**src/rtl/lock_sequencer_if.sv**
```systemverilog
`default_nettype none
// ============================================================================
// Module   : lock_sequencer_if
// Brief    : Keypad-side inputs and status outputs of the lock sequencer.
// Revision : 1.0 - initial release
// ============================================================================
interface lock_sequencer_if #(
    parameter int DIGITS    = 4,
    parameter int DIGIT_W   = 4,
    parameter int MAX_FAILS = 3
);
    logic                              key_valid;
    logic [DIGIT_W-1:0]                key_digit;
    logic                              clear_req;
    logic [DIGITS*DIGIT_W-1:0]         code_word;
    logic                              check_en;
    logic                              unlocked;
    logic                              locked_out;
    logic                              restart;
    logic [$clog2(MAX_FAILS+1)-1:0]    fail_cnt;
    logic [$clog2(DIGITS+1)-1:0]       digit_cnt;

    modport master (
        output key_valid, key_digit, clear_req, code_word,
        input  check_en, unlocked, locked_out, restart, fail_cnt, digit_cnt
    );

    modport slave (
        input  key_valid, key_digit, clear_req, code_word,
        output check_en, unlocked, locked_out, restart, fail_cnt, digit_cnt
    );
endinterface
`default_nettype wire

```
**src/rtl/lock_sequencer.sv**
```systemverilog
`default_nettype none
// ============================================================================
// Module   : lock_sequencer
// Brief    : Keypad entry buffer, code check, open/fail/lockout sequencing and
//            downstream restart. ENTRY_TIMEOUT_EN adds an inactivity timeout.
// Revision : 1.0 - initial release
// ============================================================================
module lock_sequencer #(
    parameter int DIGITS      = 4,
    parameter int DIGIT_W     = 4,
    parameter int MAX_FAILS   = 3,
    parameter int LOCKOUT_CYC = 1000,
    parameter int TIMEOUT_CYC = 5000
) (
    input  wire logic        CLK,
    input  wire logic        RST_N,
    lock_sequencer_if.slave  bus
);
    localparam int CODE_W = DIGITS * DIGIT_W;
    localparam int DC_W   = $clog2(DIGITS + 1);
    localparam int FC_W   = $clog2(MAX_FAILS + 1);
    localparam int LK_W   = $clog2(LOCKOUT_CYC + 1);

    localparam logic [DC_W-1:0] C_DIGITS    = DC_W'(DIGITS);
    localparam logic [FC_W-1:0] C_MAX_FAILS = FC_W'(MAX_FAILS);
    localparam logic [LK_W-1:0] C_LK_LOAD   = LK_W'(LOCKOUT_CYC - 1);

    typedef enum logic [2:0] {
        S_IDLE    = 3'd0,
        S_ENTRY   = 3'd1,
        S_CHECK   = 3'd2,
        S_OPEN    = 3'd3,
        S_FAIL    = 3'd4,
        S_LOCKOUT = 3'd5
    } state_t;

    if ((MAX_FAILS < 1) || (LOCKOUT_CYC < 2) || (TIMEOUT_CYC < 1)) begin : g_param_check
        $error("lock_sequencer: MAX_FAILS>=1, LOCKOUT_CYC>=2, TIMEOUT_CYC>=1 required");
    end

    state_t            state_q,      state_d;
    logic [CODE_W-1:0] buf_q,        buf_d;
    logic [DC_W-1:0]   digit_cnt_q,  digit_cnt_d;
    logic [FC_W-1:0]   fail_cnt_q,   fail_cnt_d;
    logic [LK_W-1:0]   lk_cnt_q,     lk_cnt_d;
    logic              check_en_q,   check_en_d;
    logic              unlocked_q,   unlocked_d;
    logic              locked_out_q, locked_out_d;
    logic              restart_q,    restart_d;

    logic [CODE_W-1:0] w_buf_shift;
    logic [DC_W-1:0]   w_acc_cnt;
    logic [FC_W-1:0]   w_fail_inc;
    logic              w_key_acc;

`ifdef ENTRY_TIMEOUT_EN
    localparam int              TO_W      = $clog2(TIMEOUT_CYC + 1);
    localparam logic [TO_W-1:0] C_TO_LAST = TO_W'(TIMEOUT_CYC - 1);
    logic [TO_W-1:0] to_cnt_q, to_cnt_d;
`endif

    always_comb begin
        state_d      = state_q;
        buf_d        = buf_q;
        digit_cnt_d  = digit_cnt_q;
        fail_cnt_d   = fail_cnt_q;
        lk_cnt_d     = lk_cnt_q;
        check_en_d   = 1'b0;
        unlocked_d   = 1'b0;
        locked_out_d = 1'b0;
        restart_d    = 1'b0;
        w_key_acc    = 1'b0;

        w_buf_shift = (buf_q << DIGIT_W) | CODE_W'(bus.key_digit);
        // IDLE always holds an empty buffer, so an accepted key there counts as the first digit
        w_acc_cnt   = (state_q == S_IDLE) ? DC_W'(1) : digit_cnt_q + DC_W'(1);
        w_fail_inc  = (fail_cnt_q == C_MAX_FAILS) ? fail_cnt_q : fail_cnt_q + FC_W'(1);

        case (state_q)
            S_IDLE, S_ENTRY: begin
                if ((state_q == S_ENTRY) && bus.clear_req) begin
                    state_d     = S_IDLE;
                    buf_d       = '0;
                    digit_cnt_d = '0;
                end else if (bus.key_valid) begin
                    w_key_acc   = 1'b1;
                    buf_d       = w_buf_shift;
                    digit_cnt_d = w_acc_cnt;
                    if (w_acc_cnt == C_DIGITS) begin
                        state_d    = S_CHECK;
                        check_en_d = 1'b1;
                    end else begin
                        state_d    = S_ENTRY;
                    end
                end
`ifdef ENTRY_TIMEOUT_EN
                else if ((state_q == S_ENTRY) && (to_cnt_q == C_TO_LAST)) begin
                    state_d     = S_IDLE;
                    buf_d       = '0;
                    digit_cnt_d = '0;
                end
`endif
            end

            S_CHECK: begin
                if (buf_q == bus.code_word) begin
                    state_d    = S_OPEN;
                    fail_cnt_d = '0;
                    unlocked_d = 1'b1;
                end else begin
                    fail_cnt_d  = w_fail_inc;
                    buf_d       = '0;
                    digit_cnt_d = '0;
                    if (w_fail_inc == C_MAX_FAILS) begin
                        state_d      = S_LOCKOUT;
                        locked_out_d = 1'b1;
                        lk_cnt_d     = C_LK_LOAD;
                    end else begin
                        state_d   = S_FAIL;
                        restart_d = 1'b1;
                    end
                end
            end

            S_OPEN: begin
                if (bus.clear_req) begin
                    state_d     = S_IDLE;
                    buf_d       = '0;
                    digit_cnt_d = '0;
                    restart_d   = 1'b1;
                end else begin
                    unlocked_d  = 1'b1;
                end
            end

            S_FAIL: begin
                state_d = S_IDLE;
            end

            S_LOCKOUT: begin
                if (lk_cnt_q == '0) begin
                    state_d    = S_IDLE;
                    fail_cnt_d = '0;
                    restart_d  = 1'b1;
                end else begin
                    lk_cnt_d     = lk_cnt_q - LK_W'(1);
                    locked_out_d = 1'b1;
                end
            end

            default: begin
                state_d     = S_IDLE;
                buf_d       = '0;
                digit_cnt_d = '0;
            end
        endcase

`ifdef ENTRY_TIMEOUT_EN
        // Reloads on every accepted key and stays cleared whenever the next state is not ENTRY
        if ((state_d == S_ENTRY) && !w_key_acc) begin
            to_cnt_d = to_cnt_q + TO_W'(1);
        end else begin
            to_cnt_d = '0;
        end
`endif
    end

    always_ff @(posedge CLK or negedge RST_N) begin
        if (!RST_N) begin
            state_q      <= S_IDLE;
            buf_q        <= '0;
            digit_cnt_q  <= '0;
            fail_cnt_q   <= '0;
            lk_cnt_q     <= '0;
            check_en_q   <= 1'b0;
            unlocked_q   <= 1'b0;
            locked_out_q <= 1'b0;
            restart_q    <= 1'b1;
`ifdef ENTRY_TIMEOUT_EN
            to_cnt_q     <= '0;
`endif
        end else begin
            state_q      <= state_d;
            buf_q        <= buf_d;
            digit_cnt_q  <= digit_cnt_d;
            fail_cnt_q   <= fail_cnt_d;
            lk_cnt_q     <= lk_cnt_d;
            check_en_q   <= check_en_d;
            unlocked_q   <= unlocked_d;
            locked_out_q <= locked_out_d;
            restart_q    <= restart_d;
`ifdef ENTRY_TIMEOUT_EN
            to_cnt_q     <= to_cnt_d;
`endif
        end
    end

    assign bus.check_en   = check_en_q;
    assign bus.unlocked   = unlocked_q;
    assign bus.locked_out = locked_out_q;
    assign bus.restart    = restart_q;
    assign bus.fail_cnt   = fail_cnt_q;
    assign bus.digit_cnt  = digit_cnt_q;

endmodule
`default_nettype wire

```
**src/flat_wrapper.sv**
```systemverilog
// flat-port wrapper written by rule: the top's interface ports become plain ports
module lock_sequencer_flat 
#(
    parameter int DIGITS      = 4,
    parameter int DIGIT_W     = 4,
    parameter int MAX_FAILS   = 3,
    parameter int LOCKOUT_CYC = 1000,
    parameter int TIMEOUT_CYC = 5000
)
  (CLK, RST_N, bus_key_valid, bus_key_digit, bus_clear_req, bus_code_word, bus_check_en, bus_unlocked, bus_locked_out, bus_restart, bus_fail_cnt, bus_digit_cnt);
  lock_sequencer_if #(.DIGITS(DIGITS), .DIGIT_W(DIGIT_W), .MAX_FAILS(MAX_FAILS)) bus_i ();
  input  wire logic CLK;
  input  wire logic RST_N;
  input wire logic [$bits(bus_i.key_valid)-1:0] bus_key_valid;
  input wire logic [$bits(bus_i.key_digit)-1:0] bus_key_digit;
  input wire logic [$bits(bus_i.clear_req)-1:0] bus_clear_req;
  input wire logic [$bits(bus_i.code_word)-1:0] bus_code_word;
  output wire logic [$bits(bus_i.check_en)-1:0] bus_check_en;
  output wire logic [$bits(bus_i.unlocked)-1:0] bus_unlocked;
  output wire logic [$bits(bus_i.locked_out)-1:0] bus_locked_out;
  output wire logic [$bits(bus_i.restart)-1:0] bus_restart;
  output wire logic [$bits(bus_i.fail_cnt)-1:0] bus_fail_cnt;
  output wire logic [$bits(bus_i.digit_cnt)-1:0] bus_digit_cnt;
  assign bus_i.key_valid = bus_key_valid;
  assign bus_i.key_digit = bus_key_digit;
  assign bus_i.clear_req = bus_clear_req;
  assign bus_i.code_word = bus_code_word;
  assign bus_check_en = bus_i.check_en;
  assign bus_unlocked = bus_i.unlocked;
  assign bus_locked_out = bus_i.locked_out;
  assign bus_restart = bus_i.restart;
  assign bus_fail_cnt = bus_i.fail_cnt;
  assign bus_digit_cnt = bus_i.digit_cnt;
  lock_sequencer #(.DIGITS(DIGITS), .DIGIT_W(DIGIT_W), .MAX_FAILS(MAX_FAILS), .LOCKOUT_CYC(LOCKOUT_CYC), .TIMEOUT_CYC(TIMEOUT_CYC)) u_core (.CLK(CLK), .RST_N(RST_N), .bus(bus_i));
endmodule
```
**config.mk**
```make
export PLATFORM = sky130hd
export DESIGN_NAME = lock_sequencer_flat
export DESIGN_NICKNAME = d
export VERILOG_FILES = /design/src/rtl/lock_sequencer_if.sv /design/src/rtl/lock_sequencer.sv /design/src/flat_wrapper.sv
export SDC_FILE = /design/constraint.sdc
export NUM_CORES = 1
export LEC_CHECK = 0
export BUFFER_PORTS_ARGS = -buffer_cell sky130_fd_sc_hd__buf_2
export CAP_MARGIN = 10
export CORE_ASPECT_RATIO = 1.2
export CORE_MARGIN = 3
export CORE_UTILIZATION = 52
export CTS_CLUSTER_DIAMETER = 150
export DETAILED_ROUTE_END_ITERATION = 6
export PLACE_DENSITY = 0.74
export SYNTH_ARGS = -nofsm -noshare
export SYNTH_HDL_FRONTEND = slang
export SYNTH_SLANG_ARGS = --single-unit
```
**constraint.sdc**
```tcl
create_clock -name CLK -period 2.2 [get_ports CLK]
set_input_delay 0.22 -clock CLK [delete_from_list [all_inputs] [get_ports CLK]]
set_output_delay 0.22 -clock CLK [all_outputs]
set_load 0.02 [all_outputs]
```
==> flow_summary.yaml, run 1 <==
detailed_routing:
  drc_errors: 0
  viasPerCell: 5.69
  vias: 1753
  wl_um: 4470
  dr_wl_met3_um: 176
  wl_met2_um: 2350
  top_layer: "met4"
  ant_nets: 0
  routedWlPerCell_um: 14.5
  drtIter0Drc: 168
  drt_pass1_iterations: 4
  m1WireLength_um: 1880
global_routing:
  grt_first_pass_wirelength_um: 7800
  antenna_found_initial: 0
  grt_pass1_vias: 1768
  grt-ovfl-total: 0
  grt_max_degree: 39
  gr-usage-all-layers_pct: 20.5
logic_synthesis:
  yosys_warnings: 0
  synthCells: 219
  yosys.area.top_type: "dfrtp_1"
  synth_compound_area_share_pct: 20.8
  ys_ff_latch: 38
  synth_cell_types: 44
  yosysMostFrequentCell: "dfrtp_1"
  muxShareOfSynthArea_pct: 0.947
  synthXorXnorAreaFrac_pct: 7.05
  syn-mean-instance-area_sq_um: 9.65
  netlist_top_cells_area: "dfrtp_1, xor2_1, a21o_1, nor2_1, nand2_1"
  ys_async_sr_fraction_pct: 100
  synth_edf_count: 0
  synth_top_family_by_area: "compound AO/OA/AOI/OAI gates"
  ys_seq_area_share_pct: 45.1
  syn-num-nets: 246
  synth-main-ff-cell: "dfrtp_1"
  mappedNetlistArea_sq_mm: 0.00211
  synth_top_area_share_pct: 43.8
  synth-simple-area-share_pct: 20.1
  synthAdderAreaFrac_pct: 1.78
  synth_commonest_cells: "dfrtp_1, nor2_1, nand2_1"
floorplanning:
  start_util_pct: 55.9
  pin_count: 33
  die_x_um: 64.2
  coreArea_sq_mm: 0.00378
  rows: 24
  dieArea_sq_mm: 0.00487
  die_h_um: 75.8
power:
  max-vdd-ir-drop_mv: 0.534
  swShare_pct: 37.6
  finalPower_mw: 2.46
  sequentialPowerShare_pct: 45.9
  net-switching-power_uw: 926
  pwr-share-comb_pct: 34.2
  powerDensity_mw_per_mm2: 1020
  intPower_mw: 1.54
  clkPwrFrac_pct: 19.8
  p_leak_nw: 1.27
final_layout:
  syn2layout_area_growth_pct: 14.0
  drive_gt1_share_pct: 21.9
  seq_area_sq_um: 952
  multi_input_area_sq_mm: 0.00107
  final_nets: 282
  final_util_pct: 63.7
  n_antenna_cell: 0
  n_fill_cell: 347
clock_tree:
  cts_tree: "done"
  cts-resized-gates: 0
  insertion_delay_ps: 280
  cts_root_buf: "clkbuf_8"
  htreeDepth: 2
  cts_sinks: 38
  cts_setup_buffers: 0
  cts-buffers-inserted: 5
  ctsHoldBuffers: 0
  max-clock-path-buffers: 2
  clk_pin_slew_ps: 70
job:
  maxCapViolCount: 0
sta:
  worst_pin_slew_ps: 974
  slew_viol_final: 0
  fin_crit_sh_pct: 87.7
  final_hold_viol_count: 0
  setup-tns-final_ps: 0
  max_freq_mhz: 518
  finalSetupViolations: 0
  skew_ps: 8.29
  relSlewSlack_pct: 34.7
  rsz0062_at_grt: "false"
  layout_min_cycle_time_ps: 1930
status:
  status: "finished, final reports clean"
placement:
  dp_hpwl_um: 3360
  io_buffers: 32
  routabilityCongestion: 0.807
setup_path:
  cp-end-kind: "flip-flop"
  cp.arrival_ps: 2090
  cp_max_fo: 13
  critPathKind: "reg2reg"
  cp.required_ps: 2370
  critPathLaunchType: "flip-flop"
hold_path:
  hp-class: "in2async"
[kinds of logic after synthesis]
logic type	Yosys count
multiplexers	2
XOR/XNOR	17
buffers and inverters	16
AO/OA/AOI/OAI	60
AND/OR/NAND/NOR	83
adder cells (fa/ha/maj)	3
flip-flops	38
[layout by cell type (no fill, tap or decap), types with 2 or more instances in the layout]
cell type  instances
nand3_1            5
nor4_2             3
nor2b_1            2
ha_1               3
xor2_1            16
and4_1             2
dfrtp_1           37
o31ai_1            8
nor2_1            27
buf_2             32
nand2b_1           3
clkbuf_1           2
and3_1             2
buf_4              6
o22ai_1            2
nor3_2             3
a31oi_4            2
a21oi_1           12
o21ai_0            7
nand2_1           25
clkbuf_8           6
inv_1              7
mux2i_1            2
or3_1              2
a21o_1            18
a22oi_1            2
a22o_1             2
nor4_1             3
[flip-flops by register name, summed over array words and instances, names as in the netlist]
register,cells
u_core.bus.locked_out,1
u_core.bus.check_en,1
u_core.bus.digit_cnt,3
u_core.buf_q,16
u_core.bus.unlocked,1
u_core.bus.fail_cnt,2
u_core.bus.restart,1
u_core.state_q,3
u_core.lk_cnt_q,10
[routing by layer]
metal | vias to the layer above | track usage [%]
li1 | 842 | -
met2 | 44 | 37.9
met5 | - | 0
met4 | 0 | 7.75
met1 | 861 | 23.4
met3 | 6 | 4.57
[final timing paths]
path	slack (ps)	from	cells past startpoint	endpoint
min	40	RST_N	1	u_core.bus.unlocked
min in group CLK	210	bus_key_valid	2	u_core.bus.check_en
min reg2reg	500	u_core.buf_q[13]	1	u_core.buf_q[13]
max reg2reg	270	u_core.lk_cnt_q[5]	5	u_core.state_q[0]
max in group asynchronous	1630	RST_N	1	u_core.buf_q[6]
max	270	u_core.lk_cnt_q[5]	5	u_core.state_q[0]
[power by group through the flow]
stage | clock network, mW | registers, mW | logic [mW]
finish | 0.488 | 1.13 | 0.843
global route | 0.533 | 1.16 | 0.948
CTS | 0.500 | 1.13 | 0.852
detailed placement | 0 | 1.14 | 0.851
global placement | 0 | 1.13 | 0.828
floorplan | 0 | 1.14 | 0.609
[through the flow]
stage	worst slack (ps)	area, sq um	hold slack [ps]	cells
6_report	271	2410	35.0	308
5_1_grt	127	2410	102	308
4_1_cts	259	2410	64.3	308
3_5_place_dp	274	2320	377	300
3_3_place_gp	357	2320	375	300
2_1_floorplan	585	2110	-75.6	219
[worst max-delay path: stages (launching register included)]
cell     delay (ps)
dfrtp_1         450
nor4_2          590
a31oi_4         270
a21oi_1         220
mux2i_1         190
o21ai_0          90
[cell type report]
class	instances	share of cell area (%)
tap	52	2.70
clock buffer	8	3.74
timing repair buffer	38	8.52
inverter	7	1.09
multi-input combinational	165	44.4
sequential	38	39.5
(Power assumes the default switching activity.)
==> run 2, diff against run 1 <==
CORE_UTILIZATION = 51   (was 52)
PLACE_DENSITY = 0.76   (was 0.74)
clock period = 1.7 ns   (was 2.2 ns; I/O delays follow)
==> flow_summary.yaml, run 2 (same netlist as run 1, synthesis figures left out) <==
setup_path:
  cp_max_fo: 8
  r2r-end: "u_core.bus.locked_out"
  max_stage_delay_ps: 400
  crit_path_top_delay_cell: "dfrtp_1"
  rrSetupSlack_ps: -30
  critPathLaunchType: "flip-flop"
  cp.arrival_ps: 1940
  path_cells: "xor2_1, nor4_2, nand4_1, a31oi_4, buf_4, inv_2"
  critPathKind: "reg2reg"
  cp-end-kind: "flip-flop"
  reg2reg_depth: 6
  cp.required_ps: 1910
  timing.rr.start: "u_core.buf_q[9]"
sta:
  relSlewSlack_pct: 64.8
  skew_ps: 6.32
  timing.hold.ws_ps: 153
  layout_min_cycle_time_ps: 1730
  worst_pin_slew_ps: 524
  fin_crit_sh_pct: 102
  rsz0062_at_grt: "true"
  fin_ws_ps: -30.6
  slew_viol_final: 0
  max_freq_mhz: 578
  final_hold_viol_count: 0
  finalSetupViolations: 5
  setup-tns-final_ps: -55.1
floorplanning:
  die_h_um: 76.5
  dieArea_sq_mm: 0.00496
  start_util_pct: 53.2
  rows: 25
  die_x_um: 64.8
  coreArea_sq_mm: 0.00397
  pin_count: 33
detailed_routing:
  drt_pass1_iterations: 4
  dr_wl_met3_um: 199
  wl_um: 5020
  vias: 1857
  m1WireLength_um: 2090
  top_layer: "met4"
  ant_nets: 0
  drtIter0Drc: 75
  wl_met2_um: 2620
  drc_errors: 0
  routedWlPerCell_um: 14.6
  viasPerCell: 5.40
final_layout:
  reg_top3: "u_core.buf_q: 16 flops, u_core.lk_cnt_q: 10 flops"
  final_util_pct: 69.9
  largest_register_ffs: 16
  layout_commonest_cell: "buf_4"
  final_nets: 316
  syn2layout_area_growth_pct: 31.3
  n_antenna_cell: 0
  top_register: "u_core.buf_q"
  drive_gt1_share_pct: 35.2
  fin_area_sq_mm: 0.00278
  final_cell_mix: "buf_4, dfrtp_1, buf_2"
global_routing:
  antenna_found_initial: 0
  gr-usage-all-layers_pct: 21.4
  grt_max_degree: 20
  grt_pass1_vias: 1842
  grt-ovfl-total: 0
  grt_first_pass_wirelength_um: 8250
job:
  maxCapViolCount: 0
hold_path:
  min_from: "bus_key_valid"
  hold_depth: 2
  hp-class: "in2reg"
  holdPathEnd: "u_core.bus.check_en"
placement:
  io_buffers: 32
  dpl_cell_area_sq_mm: 0.00251
  dp_hpwl_um: 3500
  routabilityCongestion: 0.801
power:
  powerDensity_mw_per_mm2: 1400
  p_leak_nw: 1.47
  max-vdd-ir-drop_mv: 0.882
status:
  violations: "setup timing"
  status: "finished with violations"
clock_tree:
  insertion_delay_ps: 300
  clk_pin_slew_ps: 80
  cts_tree: "done"
  cts_sinks: 38
  max-clock-path-buffers: 2
  cts-buffers-inserted: 5
  htreeDepth: 2
  cts_root_buf: "clkbuf_8"
==> run 2: changes by cell type in the layout (fill, tap and decap cells not counted), sizes merged <==
cell	before	now
dlygate4sd3	0	1
buf	38	71
clkbuf	8	6
bufinv	0	2
==> run 2: critical path, delay by kind of cell, from the launching register on <==
kind,cells,cell delay (ps)
flip-flops,1,400
buffers and inverters,2,190
XOR/XNOR,1,160
AO/OA/AOI/OAI,1,360
AND/OR/NAND/NOR,2,520
==> run 2: how the worst max path moves through the flow <==
stage          cells past startpoint             start  slack [ps]                    end
2_1_floorplan                      7   u_core.buf_q[8]          80       u_core.buf_q[10]
3_3_place_gp                       6  u_core.buf_q[12]          -5      u_core.state_q[1]
3_5_place_dp                       5  u_core.buf_q[12]         -60     u_core.lk_cnt_q[0]
4_1_cts                            5   u_core.buf_q[9]          -7     u_core.lk_cnt_q[0]
5_1_grt                            6   u_core.buf_q[9]        -150  u_core.bus.locked_out
6_report                           6   u_core.buf_q[9]         -30  u_core.bus.locked_out
==> run 2: timing repair <==
item,in CTS,in global routing
endpoints found under the hold margin,16,0
hold buffers,1,0
gates resized for setup,3,11
buffers inserted,2,6
pin swaps,4,13
setup endpoints to repair,10,34
==> run 2: per-layer routing <==
layer | GRT usage, % | vias up
li1 | - | 908
met1 | 25.5 | 888
met2 | 36.4 | 52
met3 | 4.42 | 9
met4 | 9.73 | 0
met5 | 0 | -
==> run 2: cell type report <==
cell class,instances,area [sq um]
clock buffers,6,82.6
clock inverters,2,60.1
fillers,304,1200
inverters,7,26.3
multi-input cells,165,1110
flip-flops and latches,38,953
well taps,54,67.6
repair buffers,72,470
==> run 2: power by group <==
part / internal [mW] / total, mW / switching [mW]
clock: 0.626 / 0.970 / 0.344
combinational: 0.723 / 1.48 / 0.759
sequential: 1.17 / 1.42 / 0.246
==> run 2: stage by stage <==
step | setup slack, ps | cells | total power, mW
after global routing | -148 | 344 | 4.11
final | -30.6 | 344 | 3.87
after global placement | -5.30 | 327 | 2.71
after CTS | -6.74 | 338 | 3.78
after floorplan | 84.9 | 219 | 2.26
after detailed placement | -55.8 | 327 | 2.76
